===== src/rtl/lcd_pkg.sv =====
// +---------------------------------------------------------------------------+
// | lcd_pkg: state encoding, HD44780 command bytes and ASCII constants shared |
// | by the LCD write sequencer.                        Revision: 1.0          |
// +---------------------------------------------------------------------------+
`default_nettype none

package lcd_pkg;

   typedef enum logic [2:0] {
      ST_IDLE   = 3'd0,
      ST_CMD_L1 = 3'd1,
      ST_LINE1  = 3'd2,
      ST_CMD_L2 = 3'd3,
      ST_LINE2  = 3'd4,
      ST_FINISH = 3'd5
   } state_t;

   localparam logic [7:0] LCD_CMD_LINE1      = 8'h80;
   localparam logic [7:0] LCD_CMD_LINE2      = 8'hC0;
   localparam logic [7:0] LCD_CMD_FUNC_SET   = 8'h38;
   localparam logic [7:0] LCD_CMD_DISP_ON    = 8'h0C;
   localparam logic [7:0] LCD_CMD_CLEAR      = 8'h01;
   localparam logic [7:0] LCD_CMD_ENTRY_MODE = 8'h06;

   localparam logic [7:0] ASCII_SPACE = 8'h20;
   localparam logic [7:0] ASCII_ZERO  = 8'h30;
   localparam logic [7:0] ASCII_A     = 8'h41;
   localparam logic [7:0] ASCII_EQ    = 8'h3D;
   localparam logic [7:0] ASCII_UC_O  = 8'h4F;
   localparam logic [7:0] ASCII_UC_P  = 8'h50;
   localparam logic [7:0] ASCII_UC_R  = 8'h52;
   localparam logic [7:0] ASCII_UC_V  = 8'h56;
   localparam logic [7:0] ASCII_UC_L  = 8'h4C;
   localparam logic [7:0] ASCII_LC_X  = 8'h78;

   localparam logic [3:0] LAST_INDEX = 4'd15;

endpackage

`default_nettype wire


===== src/rtl/hex_to_ascii.sv =====
// +---------------------------------------------------------------------------+
// | hex_to_ascii: combinational nibble to uppercase ASCII hex digit.          |
// |                                                    Revision: 1.0          |
// +---------------------------------------------------------------------------+
`default_nettype none

module hex_to_ascii
   import lcd_pkg::*;
(
   input  logic [3:0] nibble,
   output logic [7:0] ascii
);

   always_comb begin
      if (nibble < 4'd10) begin
         ascii = ASCII_ZERO + {4'd0, nibble};
      end else begin
         ascii = ASCII_A + {4'd0, nibble} - 8'd10;
      end
   end

endmodule

`default_nettype wire


===== src/rtl/lcd_write_sequencer.sv =====
// +---------------------------------------------------------------------------+
// | lcd_write_sequencer: emits a 34-byte two-line status refresh to an LCD    |
// | byte writer using a req/ack handshake.             Revision: 1.0          |
// +---------------------------------------------------------------------------+
`default_nettype none

module lcd_write_sequencer
   import lcd_pkg::*;
(
   input  logic        clk,
   input  logic        reset_n,
   input  logic        start,
   input  logic [3:0]  opcode,
   input  logic [3:0]  dest_reg_addr,
   input  logic [15:0] alu_result,
   output logic        busy,
   output logic        done,
   output logic        wr_req,
   output logic        wr_rs,
   output logic [7:0]  wr_data,
   input  logic        wr_ack
);

   state_t      state;
   state_t      next_state;
   logic [3:0]  index;
   logic [3:0]  opcode_q;
   logic [3:0]  dest_q;
   logic [15:0] alu_q;
   logic        req_q;
   logic        ack_ok;
   logic        issuing;
   logic [3:0]  nibble;
   logic [7:0]  hex_char;
   logic [7:0]  byte_sel;

   // An ack only counts while a request is outstanding.
   assign ack_ok  = req_q & wr_ack;
   assign issuing = (state == ST_CMD_L1) || (state == ST_LINE1) ||
                    (state == ST_CMD_L2) || (state == ST_LINE2);

   always_ff @(posedge clk or negedge reset_n) begin
      if (!reset_n) begin
         state <= ST_IDLE;
      end else begin
         state <= next_state;
      end
   end

   always_comb begin
      next_state = state;
      case (state)
         ST_IDLE:   if (start) next_state = ST_CMD_L1;
         ST_CMD_L1: if (ack_ok) next_state = ST_LINE1;
         ST_LINE1:  if (ack_ok && index == LAST_INDEX) next_state = ST_CMD_L2;
         ST_CMD_L2: if (ack_ok) next_state = ST_LINE2;
         ST_LINE2:  if (ack_ok && index == LAST_INDEX) next_state = ST_FINISH;
         ST_FINISH: next_state = ST_IDLE;
         default:   next_state = ST_IDLE;
      endcase
   end

   always_ff @(posedge clk or negedge reset_n) begin
      if (!reset_n) begin
         index    <= 4'd0;
         opcode_q <= 4'd0;
         dest_q   <= 4'd0;
         alu_q    <= 16'd0;
         req_q    <= 1'b0;
      end else begin
         if (state == ST_IDLE && start) begin
            opcode_q <= opcode;
            dest_q   <= dest_reg_addr;
            alu_q    <= alu_result;
         end
         if (ack_ok && (state == ST_CMD_L1 || state == ST_CMD_L2)) begin
            index <= 4'd0;
         end else if (ack_ok && (state == ST_LINE1 || state == ST_LINE2)) begin
            index <= index + 4'd1;
         end
         // Dropping req on the ack edge guarantees a one-cycle gap before the next byte.
         if (ack_ok) begin
            req_q <= 1'b0;
         end else if (issuing && !req_q) begin
            req_q <= 1'b1;
         end
      end
   end

   always_comb begin
      nibble = 4'd0;
      if (state == ST_LINE1) begin
         if (index == 4'd3)      nibble = opcode_q;
         else if (index == 4'd7) nibble = dest_q;
      end else if (state == ST_LINE2) begin
         case (index)
            4'd6:    nibble = alu_q[15:12];
            4'd7:    nibble = alu_q[11:8];
            4'd8:    nibble = alu_q[7:4];
            4'd9:    nibble = alu_q[3:0];
            default: nibble = 4'd0;
         endcase
      end
   end

   hex_to_ascii u_hex_to_ascii (
      .nibble (nibble),
      .ascii  (hex_char)
   );

   always_comb begin
      byte_sel = ASCII_SPACE;
      case (state)
         ST_CMD_L1: byte_sel = LCD_CMD_LINE1;
         ST_CMD_L2: byte_sel = LCD_CMD_LINE2;
         ST_LINE1: begin
            case (index)
               4'd0:    byte_sel = ASCII_UC_O;
               4'd1:    byte_sel = ASCII_UC_P;
               4'd2:    byte_sel = ASCII_EQ;
               4'd3:    byte_sel = hex_char;
               4'd4:    byte_sel = ASCII_SPACE;
               4'd5:    byte_sel = ASCII_UC_R;
               4'd6:    byte_sel = ASCII_EQ;
               4'd7:    byte_sel = hex_char;
               default: byte_sel = ASCII_SPACE;
            endcase
         end
         ST_LINE2: begin
            case (index)
               4'd0:    byte_sel = ASCII_UC_V;
               4'd1:    byte_sel = ASCII_A;
               4'd2:    byte_sel = ASCII_UC_L;
               4'd3:    byte_sel = ASCII_EQ;
               4'd4:    byte_sel = ASCII_ZERO;
               4'd5:    byte_sel = ASCII_LC_X;
               4'd6, 4'd7, 4'd8, 4'd9: byte_sel = hex_char;
               default: byte_sel = ASCII_SPACE;
            endcase
         end
         default: byte_sel = ASCII_SPACE;
      endcase
   end

   always_comb begin
      wr_req  = req_q;
      wr_rs   = req_q && (state == ST_LINE1 || state == ST_LINE2);
      wr_data = req_q ? byte_sel : 8'h00;
      busy    = (state != ST_IDLE) && (state != ST_FINISH);
      done    = (state == ST_FINISH);
   end

endmodule

`default_nettype wire


===== config.mk =====
export PLATFORM = sky130hd
export DESIGN_NAME = lcd_write_sequencer
export DESIGN_NICKNAME = d
export VERILOG_FILES = /design/src/rtl/lcd_pkg.sv /design/src/rtl/hex_to_ascii.sv /design/src/rtl/lcd_write_sequencer.sv
export SDC_FILE = /design/constraint.sdc
export NUM_CORES = 1
export LEC_CHECK = 0
export ABC_CLOCK_PERIOD_IN_PS = 7900
export CORE_MARGIN = 1.5
export CORE_UTILIZATION = 42
export DETAILED_ROUTE_END_ITERATION = 10
export GPL_ROUTABILITY_DRIVEN = 0
export PLACE_DENSITY = 0.73
export SETUP_SLACK_MARGIN = 0.02
export SLEW_MARGIN = 20
export SYNTH_ARGS = -nofsm -noshare
export SYNTH_HDL_FRONTEND = slang
export SYNTH_SLANG_ARGS = --single-unit
export TNS_END_PERCENT = 50

===== constraint.sdc =====
create_clock -name clk -period 7.9 [get_ports clk]
set_input_delay 1.58 -clock clk [delete_from_list [all_inputs] [get_ports clk]]
set_output_delay 1.58 -clock clk [all_outputs]
set_load 0.02 [all_outputs]

==> After elaboration in Yosys (flattened, before gate mapping) <==
Index checks and enable logic that the tools add are counted.
{ "totals": {"regBits": 32, "inputBits": 28, "out_inout_bits": 12, "wordCells": 75} }
{ "op_classes": {"n_addsub": 4, "n_lt_le_gt_ge": 1, "eq_ne": 21, "mux": 20, "n_bitwise": 1, "n_reduce_logical": 22} }
{ "ops": {"columns": ["cell", "count"], "rows": [
  ["8-bit one-hot mux with 7 select lines", 1],
  ["8-bit one-hot mux with 5 select lines", 1],
  ["8-bit one-hot mux with 4 select lines", 1],
  ["4-bit 2-to-1 mux", 6],
  ["4-bit by 3-bit == test with 1-bit output (second input constant)", 4],
  ["8-bit 2-to-1 mux", 2],
  ["4-bit one-hot mux with 4 select lines", 1],
  ["3-bit 2-to-1 mux", 5],
  ["3-bit one-hot mux with 5 select lines", 1],
  ["4-bit == test (second input constant)", 3],
  ["7-bit by 4-bit adder with 8-bit output (first input constant)", 1],
  ["4-bit by 2-bit == test with 1-bit output (second input constant)", 2],
  ["2-bit != test (second input constant)", 4],
  ["8-bit by 4-bit subtractor with 8-bit output (second input constant)", 1],
  ["6-bit by 4-bit adder with 7-bit output (first input constant)", 1],
  ["1-bit logical AND", 7],
  ["3-bit by 2-bit == test with 1-bit output (second input constant)", 2],
  ["3-bit == test (second input constant)", 2],
  ["1-bit logical OR", 5],
  ["5-bit AND reduction", 1],
  ["4-bit by 1-bit adder with 4-bit output (second input constant)", 1],
  ["4-bit by 1-bit == test with 1-bit output (second input constant)", 1],
  ["4-bit zero test", 1],
  ["4-bit less-than comparator (second input constant)", 1],
  ["other kinds (11)", 14]
]} }

==> Longest topological paths before layout <==
Gate-level depths: netlist of run 1.
{ "depth": {"depth_word": 10, "depth_mapped": 10, "mapped_depth_nobuf": 9} }

==> Modules after synthesis <==
A second synthesis of run 1 with hierarchy kept.
{ "unflattened": {"cells_unflattened": 264, "hier_area_um2": 2319.7} }
{ "by_module_without_submodules": {"columns": ["mod", "n_inst", "cells_each", "area_each_um2", "seq_area_each_um2"], "rows": [
  ["lcd_write_sequencer", 1, 248, 2214.6, 800.8],
  ["hex_to_ascii", 1, 16, 105.1, 0.0]
]} }

==> Least setup slack after synthesis of run 1 <==
OpenSTA, ideal clock, no wires.
{ "synth_timing": {"path_kind": "flip-flop to output port", "from": "register index[0]", "to": "output port wr_data[4]", "arrival_time_ps": 2358, "t_required_ps": 6320, "setup_slack_ps": 3962, "path_stages_with_launch": 11, "n_path_buf": 1, "path_cell_list": "dfrtp_1 > inv_1 > ha_1 > buf_2 > nor2_2 > o22ai_4 > a32oi_4 > ha_1 > o21ai_2 > a21bo_1 > a21oi_1"} }
{ "synth_between": {"elab_chain_len": 10, "word_cells_on_any_way": 27, "cone_classes": "3 x add/sub; 1 x order compare; 9 x eq/ne; 10 x mux; 4 x reduce/logical"} }
{ "synth_rtl": {"columns": ["item", "line", "text"], "rows": [
  ["from (decl)", "lcd_write_sequencer.sv:26", "logic [3:0] index;"],
  ["from (signal assigned)", "lcd_write_sequencer.sv:79", "index <= index + 4'd1;"],
  ["4-bit == test (tied with other cells)", "lcd_write_sequencer.sv:96, lcd_write_sequencer.sv:130", null],
  ["4-bit one-hot mux with 4 select lines / 4-bit 2-to-1 mux (equally long branches)", "lcd_write_sequencer.sv:96, lcd_write_sequencer.sv:94", null],
  ["4-bit 2-to-1 mux, on equally long branches", "lcd_write_sequencer.sv:95, lcd_write_sequencer.sv:93", null],
  ["4-bit 2-to-1 mux", "lcd_write_sequencer.sv:92", "if (state == ST_LINE1) begin"],
  ["7-bit by 4-bit adder with 8-bit output", "hex_to_ascii.sv:18", "ascii = ASCII_A + {4'd0, nibble} - 8'd10;"],
  ["8-bit by 4-bit subtractor with 8-bit output", "hex_to_ascii.sv:18", null],
  ["8-bit 2-to-1 mux", "hex_to_ascii.sv:15", "if (nibble < 4'd10) begin"],
  ["8-bit one-hot mux with 7 select lines / 8-bit one-hot mux with 5 select lines (equally long branches)", "lcd_write_sequencer.sv:130, lcd_write_sequencer.sv:117", null],
  ["8-bit one-hot mux with 4 select lines (*)", "lcd_write_sequencer.sv:113", "case (state)"],
  ["8-bit 2-to-1 mux (*)", "lcd_write_sequencer.sv:148", "wr_data = req_q ? byte_sel : 8'h00;"],
  ["to (decl)", "lcd_write_sequencer.sv:20", "output logic [7:0] wr_data,"]
]} }
Mark *: on every way between the ends. The rest lies on a longest branch, timed or not.

==> Final worst setup path of run 1 <==
Ends and elaborated chain as after synthesis.

==> impl_metrics.py, run 1 <==
metrics = {
    "outcome": {
        "status": "completed",
    },
    "critical_path": {
        "worst-path-max-fanout": 10,
        "rrSetupSlack_ns": 5.70,
        "path_class": "reg2out",
        "endpoint_kind": "output port",
        "r2r_cells": 3,
        "required_ns": 6.32,
        "reg2reg_from": "state[2]$_DFFE_PN0P_",
        "critPathLaunchType": "register",
        "arrival_ns": 3.27,
        "r2r_end": "alu_q[13]$_DFFE_PN0P_",
    },
    "power": {
        "p_per_area_nw_per_um2": 332,
        "vdd_drop_max_mv": 0.157,
        "power.leakage_uw": 0.00101,
    },
    "cells_and_area": {
        "nNetsFinal": 294,
        "synthToLayoutAreaGrowth_pct": 21.1,
        "design_area_sq_um": 2740,
        "diodes": 0,
        "drive_gt1_share_pct": 19.2,
    },
    "hold_path": {
        "hold_depth": 1,
        "min-delay-start": "dest_q[2]$_DFFE_PN0P_",
        "hold_class": "reg2reg",
        "hold_end": "dest_q[2]$_DFFE_PN0P_",
    },
    "synth": {
        "synth_common_cells": "32 x dfrtp_1, 27 x mux2_2, 20 x nor2_1",
        "syn_area_sq_um": 2260,
        "syn-num-nets": 264,
        "synth_cell_types": 57,
        "synth_edf_count": 0,
        "synth_top_cell_by_area": "dfrtp_1",
        "netlist.area_leader.share_pct": 35.5,
        "synthTopCellsByArea": "dfrtp_1 35%, mux2_2 13%, ha_1 3.9%",
        "yosysMostFrequentCell": "dfrtp_1",
        "postSynthAreaPerCell_sq_um": 9.86,
        "async_flop_share_pct": 100,
        "synthCells": 229,
        "yosysSeqAreaShare_pct": 35.5,
        "ys.flop_type": "dfrtp_1",
        "synth_warnings": 0,
        "ys_ff_latch": 32,
    },
    "placement": {
        "placed_area_sq_um": 2640,
        "port_buffers": 39,
        "dp_hpwl_mm": 3.70,
    },
    "timing": {
        "fmax_mhz": 206,
        "setup_viol": 0,
        "relSlewSlack_pct": 28.4,
        "rsz0062_at_grt": "false",
        "tns_ns": 0,
        "final.setup_skew_ns": 0.00432,
        "slew_viol_final": 0,
        "finalHoldViolCount": 0,
        "hold_slack_ns": 0.507,
        "period_minus_slack_ns": 4.85,
        "period_share_pct": 61.4,
        "tightestPinTransition_ns": 1.07,
    },
    "drt": {
        "drt_first_pass_iters": 4,
        "drcViolationCount": 0,
        "drtAntennaViolNets": 0,
        "wl_per_cell_um": 15.1,
        "vias": 1846,
        "vias_per_cell": 5.59,
        "drtIter0Drc": 191,
        "routed_wirelength_mm": 5.00,
    },
    "clock_network": {
        "clkSinkCount": 32,
        "cts_tree": "built",
        "post_cts_resized": 0,
        "clkTransAtPathRegs_ns": 0.06,
        "cts_root_buf": "clkbuf_8",
        "numCtsBuffers": 5,
        "htree_levels": 2,
        "cts_hold_buffers": 0,
        "post_cts_buffers": 0,
        "clk-insertion-delay-late_ns": 0.28,
        "ctsLongestPathBuffers": 2,
    },
    "grt": {
        "overflow": 0,
        "track_usage_pct": 18.3,
        "grt_max_degree": 33,
        "antenna_found_initial": 0,
        "grt_first_pass_wirelength_mm": 8.80,
        "grt_pass1_vias": 1816,
    },
    "floorplan": {
        "dieArea_sq_um": 5830,
        "design.core.area_sq_um": 5140,
        "io_pins": 40,
        "die_y_um": 76.3,
        "die_w_um": 76.3,
        "std_cell_rows": 26,
        "start_util_pct": 43.9,
    },
    "run": {
        "drv_cap": 0,
    },
}
-- placed cells by master, fill, tap and decap left out, types with 2 or more instances in the layout --
cell	n
xnor2_1	2
mux2_2	27
o21ai_1	2
xor2_1	4
a22oi_1	9
o22ai_1	6
nand4_1	2
ha_1	7
nor2_1	20
o21ai_0	7
nand3b_1	2
and2_1	6
o31ai_1	3
nand3_1	6
and3_1	2
nand2b_1	2
clkdlybuf4s50_1	39
clkbuf_8	6
nand2_1	15
nor2b_1	2
inv_1	4
dfrtp_1	32
or3_1	2
o21a_1	2
a31oi_1	7
nand2b_4	2
a21oi_1	11
-- area by class of cell --
type,instances,area [sq um]
multi-input combinational,176,1340
clock inverter,1,7.51
inverter,4,15.0
tap,70,87.6
timing repair buffer,40,398
clock buffer,7,86.3
sequential,32,801
fill,484,2400
-- kinds of logic after synthesis --
logic type | Yosys count | synth area share, %
adders and majority gates | 7 | 3.88
muxes | 28 | 13.9
and+or+nand+nor | 69 | 17.0
AOI/OAI and AO/OA | 66 | 22.3
DFF | 32 | 35.5
buffers and inverters | 21 | 5.21
xor gates and xnor gates | 6 | 2.33
-- metal layers --
metal	vias to the layer above	GRT usage (%)	part of all wire, %
met5	-	0	0
met4	0	5.37	1.0
met3	4	2.87	4.7
met2	66	29.1	47
met1	869	25.8	47
li1	907	-	-
-- metrics by stage --
stage,total power (uW),std cells,utilization [%],setup slack [ns]
after global placement,774,322,51.4,3.40
after floorplan,647,229,-,3.96
after CTS,914,330,53.2,3.05
after detailed placement,781,322,51.4,3.35
final,908,330,53.2,3.05
after global routing,978,330,53.2,2.76
-- worst max path at each step --
stage                              start          to  slack (ns)  depth (start not counted)
finish              index[0]$_DFFE_PN0P_  wr_data[4]        3.05                         10
global route        index[0]$_DFFE_PN0P_  wr_data[2]        2.76                         10
CTS                 index[0]$_DFFE_PN0P_  wr_data[2]        3.05                         10
detailed placement  index[0]$_DFFE_PN0P_  wr_data[2]        3.35                         10
global placement    index[0]$_DFFE_PN0P_  wr_data[1]        3.40                         10
floorplan           index[0]$_DFFE_PN0P_  wr_data[4]        3.96                         10
-- state kept, by name, indices dropped and copies added, names as in the netlist --
register and count:
dest_q 4, state 3, index 4, wr_req 1
alu_q 16, opcode_q 4
-- worst max-delay path, cell delays in order (launching register included) --
cell and delay (ns):
dfrtp_1 0.43, inv_1 0.12, ha_1 0.36, nor2_2 0.28
o22ai_4 0.13, a32oi_4 0.38, ha_1 0.26, o21ai_2 0.08
a21bo_1 0.21, a21oi_1 0.13, clkdlybuf4s50_1 0.61
-- power by group --
part	switching [uW]	internal [uW]	total (uW)
combinational	230	230	460
clock	57.6	70.7	128
sequential	78.8	241	320
total	366	542	908
Note: power is estimated with default switching activity, not from simulation.
==> run 2, diff against run 1 <==
ABC_CLOCK_PERIOD_IN_PS = 4100   (was 7900)
PLACE_DENSITY = 0.76   (was 0.73)
clock period = 4.1 ns   (was 7.9 ns; I/O delays follow)
==> run 2 against run 1 <==
  * Combinational power grew 110%
  * Cell count grew 2.4%
  * Setup slack worse by 2.8 ns
  * Worst hold slack better by 0.0016 ns
  * Highest routed layer unchanged
==> impl_metrics.py, run 2 (synthesis results as in run 1) <==
metrics = {
    "placement": {
        "port_buffers": 39,
        "dp_hpwl_mm": 3.86,
    },
    "grt": {
        "overflow": 0,
        "grt_max_degree": 33,
        "met3_usage_pct": 2.87,
        "grt_use_met2_pct": 30.7,
        "grt_pass1_vias": 1882,
        "grtUsageMet1_pct": 26.3,
        "antenna_found_initial": 0,
        "track_usage_pct": 19.0,
        "busiest_layer": "met2",
        "grt_first_pass_wirelength_mm": 9.04,
    },
    "power": {
        "power.leakage_uw": 0.00106,
        "vdd_drop_max_mv": 0.295,
        "p_per_area_nw_per_um2": 648,
        "p_total_uw": 1850,
    },
    "cells_and_area": {
        "drive_gt1_share_pct": 24.3,
        "synthToLayoutAreaGrowth_pct": 26.6,
        "final_cell_mix": "39 x clkdlybuf4s50_1, 31 x dfrtp_1, 27 x mux2_2",
        "fillers": 461,
        "regArea_sq_um": 802,
        "largest_reg_flops": 16,
        "diodes": 0,
        "largest-register": "alu_q",
        "multiInputGateArea_sq_um": 1390,
        "nNetsFinal": 302,
        "final_common_cell": "clkdlybuf4s50_1",
    },
    "clock_network": {
        "numCtsBuffers": 5,
        "cts_tree": "built",
        "clkSinkCount": 32,
        "htree_levels": 2,
        "cts_root_buf": "clkbuf_8",
        "ctsLongestPathBuffers": 2,
        "clk-insertion-delay-late_ns": 0.28,
        "clkTransAtPathRegs_ns": 0.06,
    },
    "timing": {
        "period_share_pct": 95.2,
        "tns_ns": 0,
        "tightestPinTransition_ns": 0.535,
        "slew_viol_final": 0,
        "finalHoldViolCount": 0,
        "rsz0062_at_grt": "false",
        "relSlewSlack_pct": 64.3,
        "setup_viol": 0,
        "hold_slack_ns": 0.508,
        "final.setup_skew_ns": 0.00596,
        "period_minus_slack_ns": 3.90,
        "fmax_mhz": 256,
    },
    "drt": {
        "wl_per_cell_um": 16.2,
        "vias_per_cell": 5.72,
        "routed_wirelength_mm": 5.49,
        "drt_first_pass_iters": 5,
        "vias": 1932,
        "drcViolationCount": 0,
        "drtIter0Drc": 218,
        "drtAntennaViolNets": 0,
    },
    "critical_path": {
        "arrival_ns": 3.08,
        "required_ns": 3.28,
        "endpoint_kind": "output port",
        "reg2reg_from": "state[1]$_DFFE_PN0P_",
        "critPathLaunchType": "register",
        "path_class": "reg2out",
        "rrSetupSlack_ns": 2.29,
        "endpoint": "wr_data[2]",
        "r2r_cells": 6,
        "worst-path-max-fanout": 9,
        "r2r_end": "index[3]$_DFFE_PN0P_",
        "startpoint": "index[0]$_DFFE_PN0P_",
    },
    "outcome": {
        "status": "completed",
    },
    "floorplan": {
        "std_cell_rows": 26,
        "dieArea_sq_um": 5830,
        "die_w_um": 76.3,
        "start_util_pct": 43.9,
        "die_y_um": 76.3,
        "io_pins": 40,
        "design.core.area_sq_um": 5140,
    },
    "run": {
        "drv_cap": 0,
    },
    "hold_path": {
        "hold_class": "reg2reg",
    },
}
-- run 2: changes by cell type in the layout (fill, tap and decap cells not counted), sizes merged --
cell	change
bufinv	+1
clkinvlp	-1
clkinv	+1
buf	+8
clkbuf	-1
-- run 2: what timing repair did --
item                       CTS  global route
pin swaps                    1             0
setup endpoints to repair    2             7
setup buffers                1             2
cloned                       0             0
resized for setup            0            10
hold buffers                 0             0
-- run 2: cell type report --
type | count | area share, %
tap | 70 | 3.06
timing repair buffer | 48 | 16.0
sequential | 32 | 28.0
inverter | 4 | 0.525
clock buffer | 6 | 2.54
clock inverter | 2 | 1.22
multi-input combinational | 176 | 48.6
-- run 2: power breakdown --
| part | internal [uW] | switching (uW) |
|---|---|---|
| logic | 473 | 478 |
| registers | 466 | 143 |
| clock network | 180 | 112 |
-- run 2: routing by layer --
| layer | routed length, um | vias to the layer above |
|---|---|---|
| met5 | 0 | - |
| met4 | 9 | 0 |
| met3 | 228 | 2 |
| met2 | 2740 | 69 |
| met1 | 2510 | 938 |
| li1 | - | 923 |
-- run 2: how the worst min path moves through the flow --
| stage | slack, ns | cells after the start | startpoint | endpoint |
|---|---|---|---|---|
| finish | 0.51 | 1 | opcode_q[3]$_DFFE_PN0P_ | opcode_q[3]$_DFFE_PN0P_ |
| global route | 0.52 | 1 | dest_q[1]$_DFFE_PN0P_ | dest_q[1]$_DFFE_PN0P_ |
| CTS | 0.51 | 1 | dest_q[1]$_DFFE_PN0P_ | dest_q[1]$_DFFE_PN0P_ |
| detailed placement | 0.49 | 1 | dest_q[1]$_DFFE_PN0P_ | dest_q[1]$_DFFE_PN0P_ |
| global placement | 0.49 | 1 | dest_q[3]$_DFFE_PN0P_ | dest_q[3]$_DFFE_PN0P_ |
| floorplan | 0.47 | 1 | dest_q[1]$_DFFE_PN0P_ | dest_q[1]$_DFFE_PN0P_ |
-- run 2: through the flow --
step | setup WS (ns) | utilization (%) | area, sq um | cells
2_1_floorplan | 0.922 | - | 2260 | 229
3_3_place_gp | 0.399 | 52.1 | 2680 | 327
3_5_place_dp | 0.306 | 52.1 | 2680 | 327
4_1_cts | 0.0677 | 54.4 | 2790 | 336
5_1_grt | 0.00651 | 55.6 | 2860 | 338
6_report | 0.198 | 55.6 | 2860 | 338
-- run 2: worst max-delay path, stage by stage (launching register included) --
cell	delay, ns
dfrtp_2	0.46
inv_1	0.18
ha_2	0.30
nor2_2	0.08
o22ai_4	0.26
a32o_1	0.45
and4b_1	0.25
o21ai_1	0.07
a31oi_1	0.12
clkdlybuf4s50_1	0.62
